[config.mk]
export PLATFORM = sky130hd
export DESIGN_NAME = core_hazard_ctrl
export DESIGN_NICKNAME = d
export VERILOG_FILES = /design/src/rtl/core_hazard_ctrl.sv
export SDC_FILE = /design/constraint.sdc
export NUM_CORES = 1
export LEC_CHECK = 0
export CORE_MARGIN = 8
export CORE_UTILIZATION = 43
export CTS_CLUSTER_DIAMETER = 60
export DETAILED_ROUTE_END_ITERATION = 10
export PLACE_DENSITY = 0.9
export SYNTH_ARGS = -nofsm -noshare
export SYNTH_HDL_FRONTEND = slang
export SYNTH_SLANG_ARGS = --single-unit
[constraint.sdc]
create_clock -name clk -period 4.3 [get_ports clk]
set_input_delay 1.29 -clock clk [delete_from_list [all_inputs] [get_ports clk]]
set_output_delay 1.29 -clock clk [all_outputs]
set_load 0.005 [all_outputs]
[src/rtl/core_hazard_ctrl.sv]
// Pipeline hazard controller: data-memory freeze, branch redirect, load-use
// interlock and fetch-miss handling, plus a count of PC-stall cycles.
module core_hazard_ctrl (
    input  logic        clk,
    input  logic        rst,
    input  logic [4:0]  id_rs,
    input  logic [4:0]  id_rt,
    input  logic        id_uses_rt,
    input  logic        ex_mem_read,
    input  logic [4:0]  ex_rt,
    input  logic        ex_branch_taken,
    input  logic        if_inst_ready,
    input  logic        mem_req,
    input  logic        mem_ack,
    output logic        pc_we,
    output logic        if_id_we,
    output logic        if_flush,
    output logic        id_ex_flush,
    output logic        pipe_stall,
    output logic [15:0] stall_cnt
);

    typedef enum logic [1:0] {
        RUN   = 2'd0,
        IWAIT = 2'd1,
        DWAIT = 2'd2
    } state_t;

    state_t      state_r;
    state_t      state_nxt_s;
    state_t      hold_state_s;
    logic        discard_pend_r;
    logic        discard_nxt_s;
    logic        load_use_s;
    logic        data_freeze_s;
    logic [15:0] stall_cnt_r;

    assign data_freeze_s = mem_req & ~mem_ack;
    assign load_use_s    = ex_mem_read & (ex_rt != 5'd0) &
                           ((ex_rt == id_rs) | (id_uses_rt & (ex_rt == id_rt)));
    assign stall_cnt     = stall_cnt_r;

    // Rules that keep the current state still leave DWAIT once the access is done.
    always_comb begin
        hold_state_s = state_r;
        case (state_r)
            RUN:     hold_state_s = RUN;
            IWAIT:   hold_state_s = IWAIT;
            DWAIT:   hold_state_s = RUN;
            default: hold_state_s = RUN;
        endcase
    end

    // Priority-ordered hazard rules; the first match sets outputs and next state.
    always_comb begin
        pc_we         = 1'b0;
        if_id_we      = 1'b0;
        if_flush      = 1'b0;
        id_ex_flush   = 1'b0;
        pipe_stall    = 1'b0;
        state_nxt_s   = state_r;
        discard_nxt_s = discard_pend_r;
        if (rst) begin
            if_flush      = 1'b1;
            id_ex_flush   = 1'b1;
            state_nxt_s   = RUN;
            discard_nxt_s = 1'b0;
        end else if (data_freeze_s) begin
            // EX is frozen, so a pending branch is re-evaluated after release.
            pipe_stall  = 1'b1;
            state_nxt_s = DWAIT;
        end else if (ex_branch_taken) begin
            pc_we       = 1'b1;
            if_flush    = 1'b1;
            id_ex_flush = 1'b1;
            state_nxt_s = hold_state_s;
            if (state_r == IWAIT) begin
                discard_nxt_s = 1'b1;
            end else begin
                discard_nxt_s = discard_pend_r;
            end
        end else if (load_use_s) begin
            id_ex_flush = 1'b1;
            state_nxt_s = hold_state_s;
        end else if (!if_inst_ready) begin
            if_flush    = 1'b1;
            state_nxt_s = IWAIT;
        end else if (discard_pend_r) begin
            // The word now arriving was fetched before the redirect; drop it.
            if_flush      = 1'b1;
            discard_nxt_s = 1'b0;
            state_nxt_s   = RUN;
        end else begin
            pc_we       = 1'b1;
            if_id_we    = 1'b1;
            state_nxt_s = RUN;
        end
    end

    // State, discard flag and stall counter registers.
    always_ff @(posedge clk) begin
        if (rst) begin
            state_r        <= RUN;
            discard_pend_r <= 1'b0;
            stall_cnt_r    <= 16'd0;
        end else begin
            state_r        <= state_nxt_s;
            discard_pend_r <= discard_nxt_s;
            if (!pc_we && (stall_cnt_r != 16'hFFFF)) begin
                stall_cnt_r <= stall_cnt_r + 16'd1;
            end else begin
                stall_cnt_r <= stall_cnt_r;
            end
        end
    end

endmodule

==> results.md, run 1 <==
* **hold_sp** stall_cnt[14]
* **Worst Setup Start Kind** primary input
* **Worst EP arrival** 2.94 ns
* **number of detailed-route iterations in the first pass** 4
* **fraction of synthesis flops using an asynchronous set or reset pin** 0%
* **number of DRC violations after detailed-routing iteration 0** 33
* **Worst VDD drop** 0.0001833 V
* **count of filler cells inserted in the layout** 190
* **number of cells produced by synthesis** 141
* **Place WS** -0.6455 ns
* **pin count of the biggest net entering global routing** 26
* **Setup-failing EPs final** 0
* **count of final max-slew check failures** 0
* **part of the Yosys area used for sequential elements** 33.08%
* **hold buffers post-CTS** 0
* **H-tree depth reported by CTS** 1
* **final routed wirelength across all metal layers** 3588 um
* **I/O pin count** 44
* **clock buffers created by TritonCTS** 3
* **Fin Setup TNS** 0 ns
* **area of the die** 0.004585 sq mm
* **share of the clock period used by the worst path after layout** 98.26%
* **cell area after technology mapping** 0.001150 sq mm
* **min-delay worst type** reg2reg
* **Antenna diodes** 0
* **antenna violations before repair** 0
* **Congestion Overflow GR** 0
* **TritonCTS sink count** 19
* **number of synthesized register bits** 19
* **sequence of cells on the critical path** dlygate4sd2_1 > or4_4 > o21ai_4 > nor2_2 > buf_4 > nor2b_1 > o21a_1 > clkdlybuf4s15_1
* **DR vias** 1,251
* **endpoint of the worst-slack reg-to-reg timing path** stall_cnt[12]
* **endpoint of the worst hold path** stall_cnt[14]
* **main flop type after synthesis** sky130_fd_sc_hd__dfxtp_1
* **maximum capacitance violations** 0
* **number of nets at the end of the flow** 229
* **vertical die dimension** 67.71 um
* **total routing resource utilization after global routing** 15.30%
* **nets in the synthesized netlist** 165
* **number of unique standard cell types used by synthesis** 35
* **clock root buffer** sky130_fd_sc_hd__clkbuf_4
* **number of global-route vias before repair** 1,250
* **R2R Setup Slk** 2.03 ns
* **CP Data Required Time** 3.01 ns
* **Longest Clk Path Bufs** 2
* **setup slack after layout** 0.07491 ns
* **leakage power** 0.7502 nW
* **Syn-to-layout area delta** 58.54%
* **clock-pin slew on the worst setup and hold paths** 0.10 ns
* **top-area cell type share of the netlist area** 33.08%
* **maximum fanout count along the critical path** 3
* **Synth Warn #** 0
* **Post-Route Skew** 0.001085 ns
* **fraction of layout cells with a size suffix above 1** 25.98%
* **number of input and output port buffers inserted** 43
* **Slew headroom** 73.09%
* **Horiz. Die Dim** 67.71 um
* **antenna violation net count after detailed routing** 0
* **mean number of vias per cell** 5.346
* **highest cell delay on the worst timing path** 0.55 ns
* **first-pass GRT wire length** 5471 um
* **Crit Path Class** in2out
* **weighted congestion reported at the end of routability-driven placement** 0.9350
* **count of unresolved DRC violations after routing** 0
* **areal power density over the cells** 204.7 mW/mm^2
* **clock insertion delay at the later pin of the skew report** 0.30 ns
* **Synth area leaders** sky130_fd_sc_hd__dfxtp_1 33%, sky130_fd_sc_hd__nor2_1 7.8%, sky130_fd_sc_hd__mux2_2 6.9%, sky130_fd_sc_hd__xor2_1 6.9%, sky130_fd_sc_hd__nor2b_1 4.9%
* **Final Hold Viols** 0
* **cell type with the highest aggregate area in the netlist** sky130_fd_sc_hd__dfxtp_1
* **area of the core** 0.002500 sq mm
* **origin of the critical flop-to-flop path** stall_cnt[0]
* **slew at the pin closest to its max-slew limit** 0.4022 ns
* **post-detailed-placement half-perimeter wirelength** 2562 um
* **Post-synth EDFFs** 0
* **number of cells on the worst reg-to-reg path** 8
* **time the final worst path needs with I/O delays and setup** 4.225 ns
* **Synth Area per Inst** 8.155 sq um
* **total number of placement rows** 18
* **TritonCTS clock tree** built
* **routed wire length per instance** 15.33 um
* **cell with the biggest individual delay on the critical path** sky130_fd_sc_hd__or4_4
* **max frequency** 236.7 MHz
* **Initial Util** 46.00%
* **result of the run** finished clean
* **hold-critical path depth** 2
* **crit path capture type** output port
-- layer usage --
layer	wire length, um	track usage, %
met1	1446	14.81
met2	1764	28.76
met3	264	4.139
met4	112	8.094
met5	0	0
-- timing repair --
action	4_1_cts	5_1_grt
buffers inserted	11	3
gates cloned	0	1
setup endpoints to repair	4	14
pin swaps	8	11
resized for setup	21	25
-- cells by family (layout without fill, tap and decap cells) --
kind of cell / count (synthesis) / in the layout / synth area share, %
simple gates: 72 / 73 / 33.84
compound gates: 24 / 24 / 13.06
flops: 19 / 19 / 33.08
xor+xnor: 12 / 12 / 9.141
mux: 7 / 7 / 6.856
buf+inv: 6 / 68 / 2.938
fa+ha+maj: 1 / 1 / 1.088
-- power by group --
| group | internal, mW | total [mW] | switching, mW |
|---|---|---|---|
| clock network | 0.0363 | 0.0916 | 0.0553 |
| registers | 0.180 | 0.185 | 0.00477 |
| logic | 0.0554 | 0.0966 | 0.0412 |
-- synth_stat cells, drive strengths merged, types with 2 or more instances --
cell type,count
nor2,24
dfxtp,19
a21oi,9
nor2b,9
xor2,9
mux2,7
nand3,7
nand2b,6
o21ai,6
nand2,5
and3,4
nand4,4
or3,4
a31o,3
buf,3
xnor2,3
and4,2
clkbuf,2
nor3,2
or4,2
-- how the worst max path moves through the flow --
stage,startpoint,to,slack (ns),depth (start not counted)
after floorplan,ex_rt[1],if_id_we,0.41,5
after global placement,ex_rt[2],if_id_we,-0.51,7
after detailed placement,ex_rt[2],id_ex_flush,-0.65,8
after CTS,ex_rt[2],id_ex_flush,0.008,10
after global routing,ex_rt[1],id_ex_flush,-0.002,11
final,ex_rt[2],pc_we,0.07,8
-- layout make-up --
class	instances	area, sq um	share of cell area, %
sequential	19	380.4	20.86
clock buffer	4	26.28	1.441
inverter	1	3.754	0.2059
timing repair buffer	63	576.8	31.64
tap	30	37.54	2.059
multi-input combinational	117	798.3	43.79
-- layout by cell type, fill, tap and decap left out, drive strengths merged, types with 5 or more instances in the layout --
cell type / Yosys / final
nand2b: 6 / 6
mux2: 7 / 7
dfxtp: 19 / 19
a21oi: 9 / 9
nor2: 24 / 24
nand2: 5 / 5
nand3: 7 / 7
buf: 3 / 22
o21ai: 6 / 6
clkdlybuf4s50: 0 / 28
nor2b: 9 / 9
clkbuf: 2 / 6
xor2: 9 / 9
-- through the flow --
step / area (sq um) / util (%) / power, mW / cells / hold slack (ns)
3_3_place_gp: 1633 / 65.32 / 0.2669 / 215 / 0.4922
2_1_floorplan: 1150 / - / 0.2253 / 141 / 0.4829
5_1_grt: 1823 / 72.92 / 0.3947 / 234 / 0.5588
6_report: 1823 / 72.92 / 0.3732 / 234 / 0.5119
4_1_cts: 1738 / 69.52 / 0.3648 / 230 / 0.5160
3_5_place_dp: 1633 / 65.32 / 0.2710 / 215 / 0.4998
-- state kept, by name, indices dropped and copies added, names as in the netlist --
name / count
stall_cnt: 16
state_r: 2
discard_pend_r: 1
-- worst max-delay path, delay by kind of cell --
family	cells	cell delay, ns
buffers and inverters	3	0.63
AND/OR/NAND/NOR	3	0.73
AO/OA/AOI/OAI	2	0.29
(Power assumes the default switching activity.)
==> run 2: changes to the inputs <==
Settings changed: CTS_CLUSTER_SIZE from default to 10, SKIP_LAST_GASP from default to 1.
==> results.md, run 2 (same netlist as run 1, synthesis figures left out) <==
* **CP Data Required Time** 3.01 ns, about the same
* **Congestion Overflow GR** 0, unchanged
* **antenna violation net count after detailed routing** 0, unchanged
* **areal power density over the cells** 204.2 mW/mm^2, -0.22%
* **R2R Setup Slk** 2.03 ns, about the same
* **leakage power** 0.7494 nW, -0.11%
* **TritonCTS sink count** 19, unchanged
* **most frequent cells in the layout** 28 x sky130_fd_sc_hd__clkdlybuf4s50_1, 22 x sky130_fd_sc_hd__nor2_1, 19 x sky130_fd_sc_hd__dfxtp_1, 19 x sky130_fd_sc_hd__buf_4
* **maximum capacitance violations** 0, unchanged
* **first element of the critical path** ex_rt[2]
* **routed wire length per instance** 15.41 um, +0.50%
* **origin of the critical flop-to-flop path** stall_cnt[0]
* **Antenna diodes** 0, unchanged
* **share of the core filled with cells in the final layout** 72.97%, about the same
* **Longest Clk Path Bufs** 2, unchanged
* **maximum fanout count along the critical path** 3, unchanged
* **pin count of the biggest net entering global routing** 26, unchanged
* **post-placement cell count** 215, unchanged
* **mean number of vias per cell** 5.359, +0.24%
* **Worst EP arrival** 2.93 ns, about the same
* **Syn-to-layout area delta** 58.65%, about the same
* **crit path capture type** output port
* **Total Power Consumption** 0.3726 mW, -0.15%
* **worst hold slack across all endpoints** 0.5119 ns, -0.00003000 ns
* **TritonCTS clock tree** built
* **number of input and output port buffers inserted** 43, unchanged
* **vertical die dimension** 67.71 um, unchanged
* **clock root buffer** sky130_fd_sc_hd__clkbuf_4
* **Fin Setup TNS** 0 ns, unchanged
* **area of the core** 0.002500 sq mm, unchanged
* **H-tree depth reported by CTS** 1, unchanged
* **clock-pin slew on the worst setup and hold paths** 0.10 ns, about the same
* **count of filler cells inserted in the layout** 189, -0.53%
* **final routed wirelength across all metal layers** 3606 um, +0.50%
* **Worst VDD drop** 0.0001826 V, -0.39%
* **final std cell area, no fill** 0.001824 sq mm, about the same
* **Slew headroom** 73.01%, -0.081 points
* **CP Capture Point** pc_we
* **weighted congestion reported at the end of routability-driven placement** 0.9350, unchanged
* **RSZ-0062 raised after global routing** true
* **DR vias** 1,254, +0.24%
* **result of the run** finished clean
* **Place WS** -0.6455 ns, unchanged
* **count of unresolved DRC violations after routing** 0, unchanged
* **number of nets at the end of the flow** 229, unchanged
* **flip-flop count of the largest register, all copies and words added** 16, unchanged
* **count of final max-slew check failures** 0, unchanged
* **dpl cell area** 0.001633 sq mm, unchanged
* **number of DRC violations after detailed-routing iteration 0** 34, +3.0%
* **post-detailed-placement half-perimeter wirelength** 2562 um, unchanged
* **endpoint of the worst-slack reg-to-reg timing path** stall_cnt[12]
* **clock insertion delay at the later pin of the skew report** 0.30 ns, about the same
* **fraction of layout cells with a size suffix above 1** 25.49%, -0.49 points
* **antenna violations before repair** 0, unchanged
* **Horiz. Die Dim** 67.71 um, unchanged
* **hold buffers post-CTS** 0, unchanged
* **number of detailed-route iterations in the first pass** 4, unchanged
* **Crit Path Class** in2out
* **setup slack after layout** 0.07737 ns, +0.002461 ns
* **total number of placement rows** 18, unchanged
* **slew at the pin closest to its max-slew limit** 0.4034 ns, +0.001212 ns
* **Final Hold Viols** 0, unchanged
* **share of the clock period used by the worst path after layout** 98.20%, about the same
* **number of global-route vias before repair** 1,250, unchanged
* **Post-Route Skew** 0.002114 ns, +0.001029 ns
* **total routing resource utilization after global routing** 15.30%, unchanged
* **Initial Util** 46.00%, unchanged
* **Worst Setup Start Kind** primary input
* **number of cells on the worst reg-to-reg path** 8, unchanged
* **most common cell after layout, fill and taps aside** sky130_fd_sc_hd__clkdlybuf4s50_1
* **max frequency** 236.8 MHz, about the same
* **clock buffers created by TritonCTS** 3, unchanged
* **Setup-failing EPs final** 0, unchanged
* **first-pass GRT wire length** 5471 um, unchanged
* **Final Non-Filler Cells** 234, unchanged
* **area of the die** 0.004585 sq mm, unchanged
* **time the final worst path needs with I/O delays and setup** 4.223 ns, -0.002461 ns
* **I/O pin count** 44, unchanged
* **min-delay worst type** reg2reg
==> run 2: cell count changes in the layout (fill, tap and decap cells not counted), sizes merged <==
cell           change
clkbuf             -1
clkdlybuf4s15      +1
==> run 2: per-layer routing <==
metal / GRT usage, % / up-vias / routed length, um
met2: 28.76 / 53 / 1776
met5: 0 / - / 0
met1: 14.81 / 572 / 1437
met4: 8.094 / 0 / 112
li1: - / 618 / -
met3: 4.139 / 11 / 281
==> run 2: timing repair <==
item                       in CTS  in global routing
gates resized for setup        21                 23
setup buffers                  11                  3
cloned                          0                  1
pin swaps                       8                 10
setup endpoints to repair       4                 14
==> run 2: worst min-delay path by stage <==
stage                  start            end  slack, ns  cells past startpoint
5_1_grt        stall_cnt[13]  stall_cnt[13]       0.56                      2
4_1_cts        stall_cnt[14]  stall_cnt[14]       0.52                      2
2_1_floorplan  stall_cnt[14]  stall_cnt[14]       0.48                      2
6_report       stall_cnt[14]  stall_cnt[14]       0.51                      2
3_5_place_dp   stall_cnt[14]  stall_cnt[14]       0.50                      2
3_3_place_gp   stall_cnt[14]  stall_cnt[14]       0.49                      2
==> run 2: area by class of cell <==
| class | count | area, sq um | area share, % |
|---|---|---|---|
| inverter | 1 | 3.754 | 0.2058 |
| tap | 30 | 37.54 | 2.058 |
| sequential | 19 | 380.4 | 20.85 |
| clock buffer | 4 | 26.28 | 1.440 |
| timing repair buffer | 63 | 578.1 | 31.69 |
| multi-input combinational | 117 | 798.3 | 43.76 |
==> run 2: power by group <==
group	leakage, nW	internal (mW)	total, mW	switching (mW)
Sequential	0.154	0.180	0.185	0.00476
Clock	0.0150	0.0362	0.0911	0.0549
Combinational	0.581	0.0552	0.0965	0.0413
==> run 2: worst max-delay path, stage by stage <==
cell and delay [ns]:
sky130_fd_sc_hd__dlygate4sd2_1 0.28, sky130_fd_sc_hd__or4_4 0.55, sky130_fd_sc_hd__o21ai_4 0.16, sky130_fd_sc_hd__nor2_2 0.08, sky130_fd_sc_hd__buf_4 0.13, sky130_fd_sc_hd__nor2b_1 0.10
sky130_fd_sc_hd__o21a_1 0.13, sky130_fd_sc_hd__clkdlybuf4s15_1 0.21
==> run 3: changes to the inputs <==
Settings changed: CELL_PAD_IN_SITES_DETAIL_PLACEMENT from default to 0, CELL_PAD_IN_SITES_GLOBAL_PLACEMENT from default to 1, CORE_UTILIZATION 43 to 31, MAX_ROUTING_LAYER from default to met4.
==> results.md, run 3 (same netlist as run 1, synthesis figures left out) <==
* **antenna violation net count after detailed routing** 0, unchanged
* **dpl cell area** 0.001685 sq mm, +3.2%
* **time the final worst path needs with I/O delays and setup** 4.123 ns, -0.09929 ns
* **crit path capture type** output port
* **TritonCTS clock tree** built
* **worst hold slack across all endpoints** 0.5230 ns, +0.01109 ns
* **clock buffers created by TritonCTS** 3, unchanged
* **GR Util met2** 18.95%, -9.8 points
* **sequence of cells on the critical path** buf_6 > buf_6 > xor2_2 > nor4_2 > a32oi_2 > nor2_2 > nor2_2 > buf_4 > buf_4 > o21bai_1 > clkbuf_2
* **Worst VDD drop** 0.0001058 V, -42%
* **highest cell delay on the worst timing path** 0.29 ns, -0.26 ns
* **proportion of power drawn by combinational gates** 23.0%, -2.9 points
* **Post-Route Skew** 0.002909 ns, +0.0007950 ns
* **share of the clock period used by the worst path after layout** 95.89%, -2.3 points
* **areal power density over the cells** 216.6 mW/mm^2, +6.0%
* **RSZ-0062 raised after global routing** false
* **part of the power in registers** 46.1%, -3.5 points
* **number of DRC violations after detailed-routing iteration 0** 61, +79%
* **Total Power Consumption** 0.4005 mW, +7.5%
* **number of detailed-route iterations in the first pass** 4, unchanged
* **clock root buffer** sky130_fd_sc_hd__clkbuf_8
* **net switching component of the power** 0.1014 mW, +0.44%
* **routing layer with the top usage in global route** met2
* **flip-flop count of the largest register, all copies and words added** 16, unchanged
* **met3 layer usage reported by global route** 2.797%, -1.3 points
* **clock insertion delay at the later pin of the skew report** 0.25 ns, -0.05 ns
* **Initial Util** 31.89%, -14 points
* **total routing resource utilization after global routing** 11.47%, -3.8 points
* **most common cell after layout, fill and taps aside** sky130_fd_sc_hd__clkdlybuf4s50_1
* **TritonCTS sink count** 19, unchanged
* **hold buffers post-CTS** 0, unchanged
* **post-detailed-placement half-perimeter wirelength** 2300 um, -10%
* **Worst EP arrival** 2.83 ns, -0.10 ns
* **Slew headroom** 71.95%, -1.1 points
* **weighted congestion reported at the end of routability-driven placement** 0.7467, -20%
* **result of the run** finished clean
* **CP Data Required Time** 3.01 ns, about the same
* **pin count of the biggest net entering global routing** 29, +12%
* **routed wire length per instance** 12.54 um, -19%
* **antenna violations before repair** 0, unchanged
* **area of the die** 0.005914 sq mm, +29%
* **Worst Setup Start Kind** primary input
* **final std cell area, no fill** 0.001849 sq mm, +1.4%
* **switching share of total power** 25.31%, -1.8 points
* **first-pass GRT wire length** 5547 um, +1.4%
* **cell with the biggest individual delay on the critical path** sky130_fd_sc_hd__nor4_2
* **most frequent cells in the layout** 27 x sky130_fd_sc_hd__clkdlybuf4s50_1, 21 x sky130_fd_sc_hd__nor2_1, 19 x sky130_fd_sc_hd__dfxtp_1
* **final routed wirelength across all metal layers** 3159 um, -12%
* **mean number of vias per cell** 4.706, -12%
* **count of final max-slew check failures** 0, unchanged
* **maximum capacitance violations** 0, unchanged
* **total number of placement rows** 22, +4
* **vertical die dimension** 76.91 um, +14%
* **count of filler cells inserted in the layout** 332, +76%
* **area of the core** 0.003606 sq mm, +44%
* **min-delay worst type** reg2reg
* **Syn-to-layout area delta** 60.83%
* **slew at the pin closest to its max-slew limit** 0.4193 ns, +0.01586 ns
* **Setup-failing EPs final** 0, unchanged
* **Antenna diodes** 0, unchanged
* **met1 Track Usage GR** 13.36%, -1.4 points
* **Congestion Overflow GR** 0, unchanged
* **H-tree depth reported by CTS** 1, unchanged
* **leakage power** 0.7307 nW, -2.5%
* **Final Hold Viols** 0, unchanged
* **number of input and output port buffers inserted** 43, unchanged
* **number of nets at the end of the flow** 229, unchanged
* **maximum fanout count along the critical path** 3, unchanged
* **DR vias** 1,186, -5.4%
* **Longest Clk Path Bufs** 2, unchanged
* **Int Power** 0.2991 mW, +10%
* **fraction of power consumed by the clock network** 30.9%, +6.4 points
* **fraction of layout cells with a size suffix above 1** 28.92%, +3.4 points
* **Horiz. Die Dim** 76.91 um, +14%
* **max frequency** 242.5 MHz, +2.4%
* **count of unresolved DRC violations after routing** 0, unchanged
* **Crit Path Class** in2out
* **I/O pin count** 44, unchanged
* **number of global-route vias before repair** 1,205, -3.6%
* **clock-pin slew on the worst setup and hold paths** 0.07 ns, -0.03 ns
run 3: changes by cell type in the layout (fill, tap and decap cells not counted), sizes merged:
cell and delta:
buf +3, clkdlybuf4s15 -3, clkdlybuf4s50 -1, dlygate4sd2 +4, dlymetal6s2s -3
run 3: per-layer routing:
metal,vias to the layer above,wire [um]
li1,620,-
met1,544,1425
met2,20,1579
met3,2,131
met4,0,22
met5,-,0
run 3: repair_timing:
item | CTS | global route
gates cloned | 1 | 0
pin swaps | 18 | 11
setup buffers | 12 | 1
endpoints found under the setup margin | 4 | 17
gates resized for setup | 43 | 11
endpoints found under the hold margin | 0 | 0
run 3: final timing paths:
kind                              startpoint  slack [ns]  cells past startpoint       endpoint
worst max-delay path                ex_rt[2]        0.18                     11    id_ex_flush
worst min register to register  stall_cnt[1]        0.52                      2   stall_cnt[1]
worst min-delay path            stall_cnt[1]        0.52                      2   stall_cnt[1]
worst max register to register  stall_cnt[0]        2.02                      8  stall_cnt[14]
run 3: stage by stage:
stage | instances | setup slack, ns | TNS [ns] | util (%)
2_1_floorplan | 141 | 0.4133 | 0 | -
3_3_place_gp | 237 | -0.4781 | -1.795 | 46.74
3_5_place_dp | 237 | -0.4833 | -1.786 | 46.74
4_1_cts | 253 | 0.02188 | 0 | 50.73
5_1_grt | 252 | 0.03143 | 0 | 51.28
6_report | 252 | 0.1767 | 0 | 51.28
run 3: worst max-delay path: cells and delay by family:
kind                      cells  cell delay (ns)
buffers and inverters         5             0.60
and+or+nand+nor               3             0.51
AOI/OAI and AO/OA             2             0.29
xor gates and xnor gates      1             0.16
run 3: area by class of cell:
class | instances | area [sq um] | share of cell area (%)
tap | 48 | 60.06 | 3.248
sequential | 19 | 380.4 | 20.57
clock buffer | 4 | 45.04 | 2.436
multi-input combinational | 117 | 804.5 | 43.50
inverter | 1 | 3.754 | 0.2030
timing repair buffer | 63 | 555.5 | 30.04
run 3: power groups by stage:
stage	registers (mW)	logic [mW]	clock network (mW)
after CTS	0.185	0.0906	0.128
after floorplan	0.188	0.0368	0
after detailed placement	0.189	0.0832	0
after global routing	0.186	0.102	0.135
final	0.185	0.0920	0.124
after global placement	0.189	0.0827	0
